<file path="config.mk">
export PLATFORM = sky130hd
export DESIGN_NAME = uart_rx_fifo
export DESIGN_NICKNAME = d
export VERILOG_FILES = /design/src/rtl/uart_rx_fifo.sv
export SDC_FILE = /design/constraint.sdc
export NUM_CORES = 1
export LEC_CHECK = 0
export ABC_CLOCK_PERIOD_IN_PS = 6420
export BUFFER_PORTS_ARGS = -buffer_cell sky130_fd_sc_hd__clkbuf_2
export CORE_UTILIZATION = 50
export DETAILED_ROUTE_END_ITERATION = 7
export PLACE_DENSITY = 0.73
export SLEW_MARGIN = 40
export SYNTH_ARGS = -nofsm -noshare
export SYNTH_HDL_FRONTEND = slang
export SYNTH_SLANG_ARGS = --single-unit
</file>
<file path="constraint.sdc">
create_clock -name clk -period 6.42 [get_ports clk]
set_clock_uncertainty 0.05 [all_clocks]
set_input_delay 0.642 -clock clk [delete_from_list [all_inputs] [get_ports clk]]
set_output_delay 0.642 -clock clk [all_outputs]
set_load 0.02 [all_outputs]
</file>
<file path="src/rtl/uart_rx_fifo.sv">
// Receive-side byte FIFO behind the UART receiver: strobe-driven push, FWFT valid/ready pop.
// Overflow flag is sticky when UART_RX_FIFO_STICKY_OVF_EN is defined, otherwise a one-cycle pulse.
module uart_rx_fifo #(
    parameter int DEPTH       = 16,
    parameter int ALMOST_FULL = 12
) (
    input  logic                     clk,
    input  logic                     rst_n,
    input  logic [7:0]               data_in,
    input  logic                     data_ready,
    output logic [7:0]               o_data,
    output logic                     o_valid,
    input  logic                     i_ready,
    output logic [$clog2(DEPTH):0]   o_count,
    output logic                     o_full,
    output logic                     o_almost_full,
    output logic                     o_overflow,
    input  logic                     i_ovf_clr
);
    localparam int AW = $clog2(DEPTH);
    localparam int CW = AW + 1;
    localparam logic [CW-1:0] DEPTH_C = CW'(DEPTH);
    localparam logic [CW-1:0] AF_C    = CW'(ALMOST_FULL);

    logic [7:0]    mem [DEPTH];
    logic [AW-1:0] wr_ptr, rd_ptr;
    logic [CW-1:0] count, count_nxt;
    logic          full, push, pop, drop;

    assign full    = (count == DEPTH_C);
    assign o_valid = (count != '0);
    assign pop     = o_valid && i_ready;
    // A pop frees the slot in the same cycle, so a full FIFO still accepts a byte then.
    assign push    = data_ready && (!full || pop);
    assign drop    = data_ready && full && !pop;
    assign o_data  = mem[rd_ptr];
    assign o_count = count;

    always_comb begin
        count_nxt = count;
        case ({push, pop})
            2'b10:   count_nxt = count + 1'b1;
            2'b01:   count_nxt = count - 1'b1;
            default: count_nxt = count;
        endcase
    end

    // Storage is deliberately not reset.
    always_ff @(posedge clk) begin
        if (push) mem[wr_ptr] <= data_in;
    end

    always_ff @(posedge clk or negedge rst_n) begin
        if (!rst_n) begin
            wr_ptr        <= '0;
            rd_ptr        <= '0;
            count         <= '0;
            o_full        <= 1'b0;
            o_almost_full <= 1'b0;
        end else begin
            if (push) wr_ptr <= wr_ptr + 1'b1;
            if (pop)  rd_ptr <= rd_ptr + 1'b1;
            count         <= count_nxt;
            o_full        <= (count_nxt == DEPTH_C);
            o_almost_full <= (count_nxt >= AF_C);
        end
    end

`ifdef UART_RX_FIFO_STICKY_OVF_EN
    // Set has priority over clear so a drop coinciding with a clear is not lost.
    always_ff @(posedge clk or negedge rst_n) begin
        if (!rst_n)         o_overflow <= 1'b0;
        else if (drop)      o_overflow <= 1'b1;
        else if (i_ovf_clr) o_overflow <= 1'b0;
    end
`else
    logic unused_ovf_clr;
    assign unused_ovf_clr = i_ovf_clr;

    always_ff @(posedge clk or negedge rst_n) begin
        if (!rst_n) o_overflow <= 1'b0;
        else        o_overflow <= drop;
    end
`endif

endmodule

</file>
==> results.json <==
{
  "n_antenna_cell": 0,
  "gp_congestion": 0.790,
  "drive_above_1_share_pct": 34.0,
  "synth_cell_types": 35,
  "crit_fanout": 35,
  "cts.sinks": 144,
  "grt_pass1_wl_um": 17300,
  "dieArea_um2": 12200,
  "io_buffers": 28,
  "post_cts.repair.setup_buffers": 0,
  "slew_headroom_pct": 41.4,
  "synth_top_family_by_area": "multiplexers",
  "rows": 39,
  "rsz0062_at_grt": "no",
  "crit_start": "rd_ptr[0]$_DFFE_PN0N_",
  "power_density_nw_per_um2": 471,
  "worst_setup_path_start_kind": "flip-flop",
  "synth-simple-area-share_pct": 4.51,
  "root_buffer": "clkbuf_16",
  "endpoint": "o_data[1]",
  "grt_usage_pct": 20.0,
  "worstReg2RegStart": "o_count[1]$_DFF_PN0_",
  "endpoint_kind": "output port",
  "synth_xor_area_share_pct": 1.34,
  "grt_pass1_vias": 3102,
  "fin_setup_tns_ns": 0,
  "netlist_area_um2": 5880,
  "cellLeakagePower_nw": 2.33,
  "avgViaCountPerCell": 5.87,
  "postCtsHoldBufs": 0,
  "synth_seq_area_share_pct": 72.1,
  "syn_to_final_growth_pct": 16.1,
  "r2r_end": "o_full$_DFF_PN0_",
  "cts_resized": 0,
  "die_w_um": 110,
  "hpwl_um": 6480,
  "dpl_cell_area_um2": 6210,
  "antenna_found_initial": 0,
  "most-common-layout-cells": "edfxtp_1 (128), mux4_2 (40), clkbuf_2 (28)",
  "grt_start_max_net_pins": 36,
  "status": "completed",
  "finalPower_mw": 3.21,
  "crit_type": "reg2out",
  "period_share_pct": 51.6,
  "die_height_um": 110,
  "layout_commonest_cell": "edfxtp_1",
  "final_area_um2": 6830,
  "cts_buffers": 17,
  "fillCellCount": 806,
  "totalWireLength_um": 11200,
  "path_clk_slew_ns": 0.06,
  "ctsHtreeMaxLevel": 4,
  "avgSynthCellArea_um2": 19.4,
  "drtAntennaViolNets": 0,
  "synth.area.mux_share_pct": 15.5,
  "wire_per_inst_um": 22.4,
  "ctsLongestPathBuffers": 2,
  "clkLatencyLatePin_ns": 0.41,
  "ys_warn_count": 0,
  "worst_slew_pin_slew_ns": 0.876,
  "grt_overflow": 0,
  "synth-seq-cells": 144,
  "postSynthCellCount": 304,
  "route.detailed.drc": 0,
  "finalHoldViolations": 0,
  "drtPass1Iterations": 4,
  "max_freq_mhz": 302,
  "core-area_um2": 11500,
  "hold_ws_ns": 0.100,
  "vias": 2931,
  "initial_utilization_pct": 51.3,
  "r2r_slack_ns": 3.43,
  "cap_violations": 0,
  "synth_compound_area_share_pct": 2.96,
  "top_level_ports": 30,
  "ir_worst_vdd_mv": 0.299,
  "setup-violations-final": 0,
  "synth_nets": 326,
  "cts_tree": "done",
  "fin_nets": 365,
  "period_needed_ns": 3.31,
  "min_path_type": "in2async",
  "synth_fa_ha_area_share_pct": 2.04,
  "cp_data_required_time_ns": 5.73,
  "crit_arrival_ns": 2.62,
  "post-route-util_pct": 59.6,
  "ff2ff_path_depth": 8,
  "drt_iter0_drc": 255,
  "slew_violations": 0
}
==> power breakdown <==
group	leakage (nW)	internal [mW]	switching, mW
clock network	0.292	0.617	0.385
logic	0.686	0.433	0.516
registers	1.35	1.15	0.112
total	2.33	2.20	1.01
==> critical path, cell delays in order, from the launching register on <==
cell and delay [ns]:
dfrtp_2 0.33, buf_4 0.53, mux4_2 0.62, mux4_2 0.51
clkbuf_2 0.18
==> cells in the mapped netlist <==
| library cell | n | area, um^2 |
|---|---|---|
| nand2b_1 | 6 | 37.5 |
| mux4_2 | 40 | 901 |
| ha_1 | 8 | 100 |
| nor4b_2 | 1 | 15.0 |
| nand2_1 | 16 | 60.1 |
| nor4_4 | 1 | 21.3 |
| o22ai_1 | 1 | 6.26 |
| nand3_1 | 2 | 10.0 |
| or4_1 | 2 | 15.0 |
| a21boi_1 | 2 | 15.0 |
| clkbuf_1 | 6 | 22.5 |
| dfrtp_1 | 16 | 400 |
| a31oi_1 | 1 | 6.26 |
| xor2_1 | 4 | 35.0 |
| nor3_1 | 4 | 20.0 |
| o211ai_1 | 2 | 15.0 |
| edfxtp_1 | 128 | 3840 |
| a22oi_1 | 1 | 7.51 |
| a21o_1 | 3 | 22.5 |
| and3_1 | 1 | 6.26 |
| mux2i_1 | 1 | 10.0 |
| inv_1 | 9 | 33.8 |
| o21ai_0 | 6 | 30.0 |
| o31ai_2 | 1 | 12.5 |
| o221a_2 | 1 | 11.3 |
| nand4_1 | 2 | 12.5 |
| fa_1 | 1 | 20.0 |
| a21oi_1 | 3 | 15.0 |
| buf_1 | 4 | 15.0 |
| nor2_1 | 18 | 67.6 |
| buf_2 | 4 | 20.0 |
| a211o_1 | 1 | 8.76 |
| xnor2_1 | 5 | 43.8 |
| a211oi_1 | 2 | 15.0 |
| a2111oi_0 | 1 | 8.76 |
==> sequential cells by signal, summed over array words and instances (netlist names) <==
register and cells:
o_overflow 1, mem 128, rd_ptr 4, wr_ptr 4, o_count 5, o_almost_full 1, o_full 1
==> through the flow <==
step | std cells | worst slack, ns
finish | 499 | 3.11
global route | 499 | 2.96
CTS | 499 | 3.05
detailed placement | 467 | 3.21
global placement | 467 | 3.28
floorplan | 304 | 3.76
==> layout make-up <==
type / count / area [um^2] / share of cell area (%)
flip-flops and latches: 144 / 4250 / 62.2
multi-input cells: 137 / 1580 / 23.1
clock buffers: 18 / 429 / 6.28
repair buffers: 34 / 185 / 2.71
clock inverters: 14 / 180 / 2.64
well taps: 143 / 179 / 2.62
inverters: 9 / 33.8 / 0.495
==> layer usage <==
| metal | vias to the layer above | GRT usage, % | part of all wire, % |
|---|---|---|---|
| met5 | - | 0 | 0 |
| met2 | 95 | 32.1 | 52 |
| li1 | 1300 | - | - |
| met4 | 0 | 8.53 | 1.1 |
| met1 | 1527 | 25.6 | 39 |
| met3 | 9 | 5.71 | 7.4 |
==> worst min path at each step <==
| stage | endpoint | depth (start not counted) | from |
|---|---|---|---|
| 4_1_cts | o_count[1]$_DFF_PN0_ | 1 | rst_n |
| 5_1_grt | o_count[1]$_DFF_PN0_ | 1 | rst_n |
| 6_report | o_count[1]$_DFF_PN0_ | 1 | rst_n |
| 2_1_floorplan | o_almost_full$_DFF_PN0_ | 0 | rst_n |
| 3_5_place_dp | o_count[0]$_DFF_PN0_ | 1 | rst_n |
| 3_3_place_gp | o_count[1]$_DFF_PN0_ | 1 | rst_n |
==> logic make-up (layout without fill, tap and decap cells) <==
group | Yosys count | in the layout
simple gates | 53 | 53
fa+ha+maj | 9 | 9
flops | 144 | 144
buf+inv | 23 | 75
mux | 41 | 41
compound gates | 25 | 25
xor+xnor | 9 | 9
(Power assumes the default switching activity.)
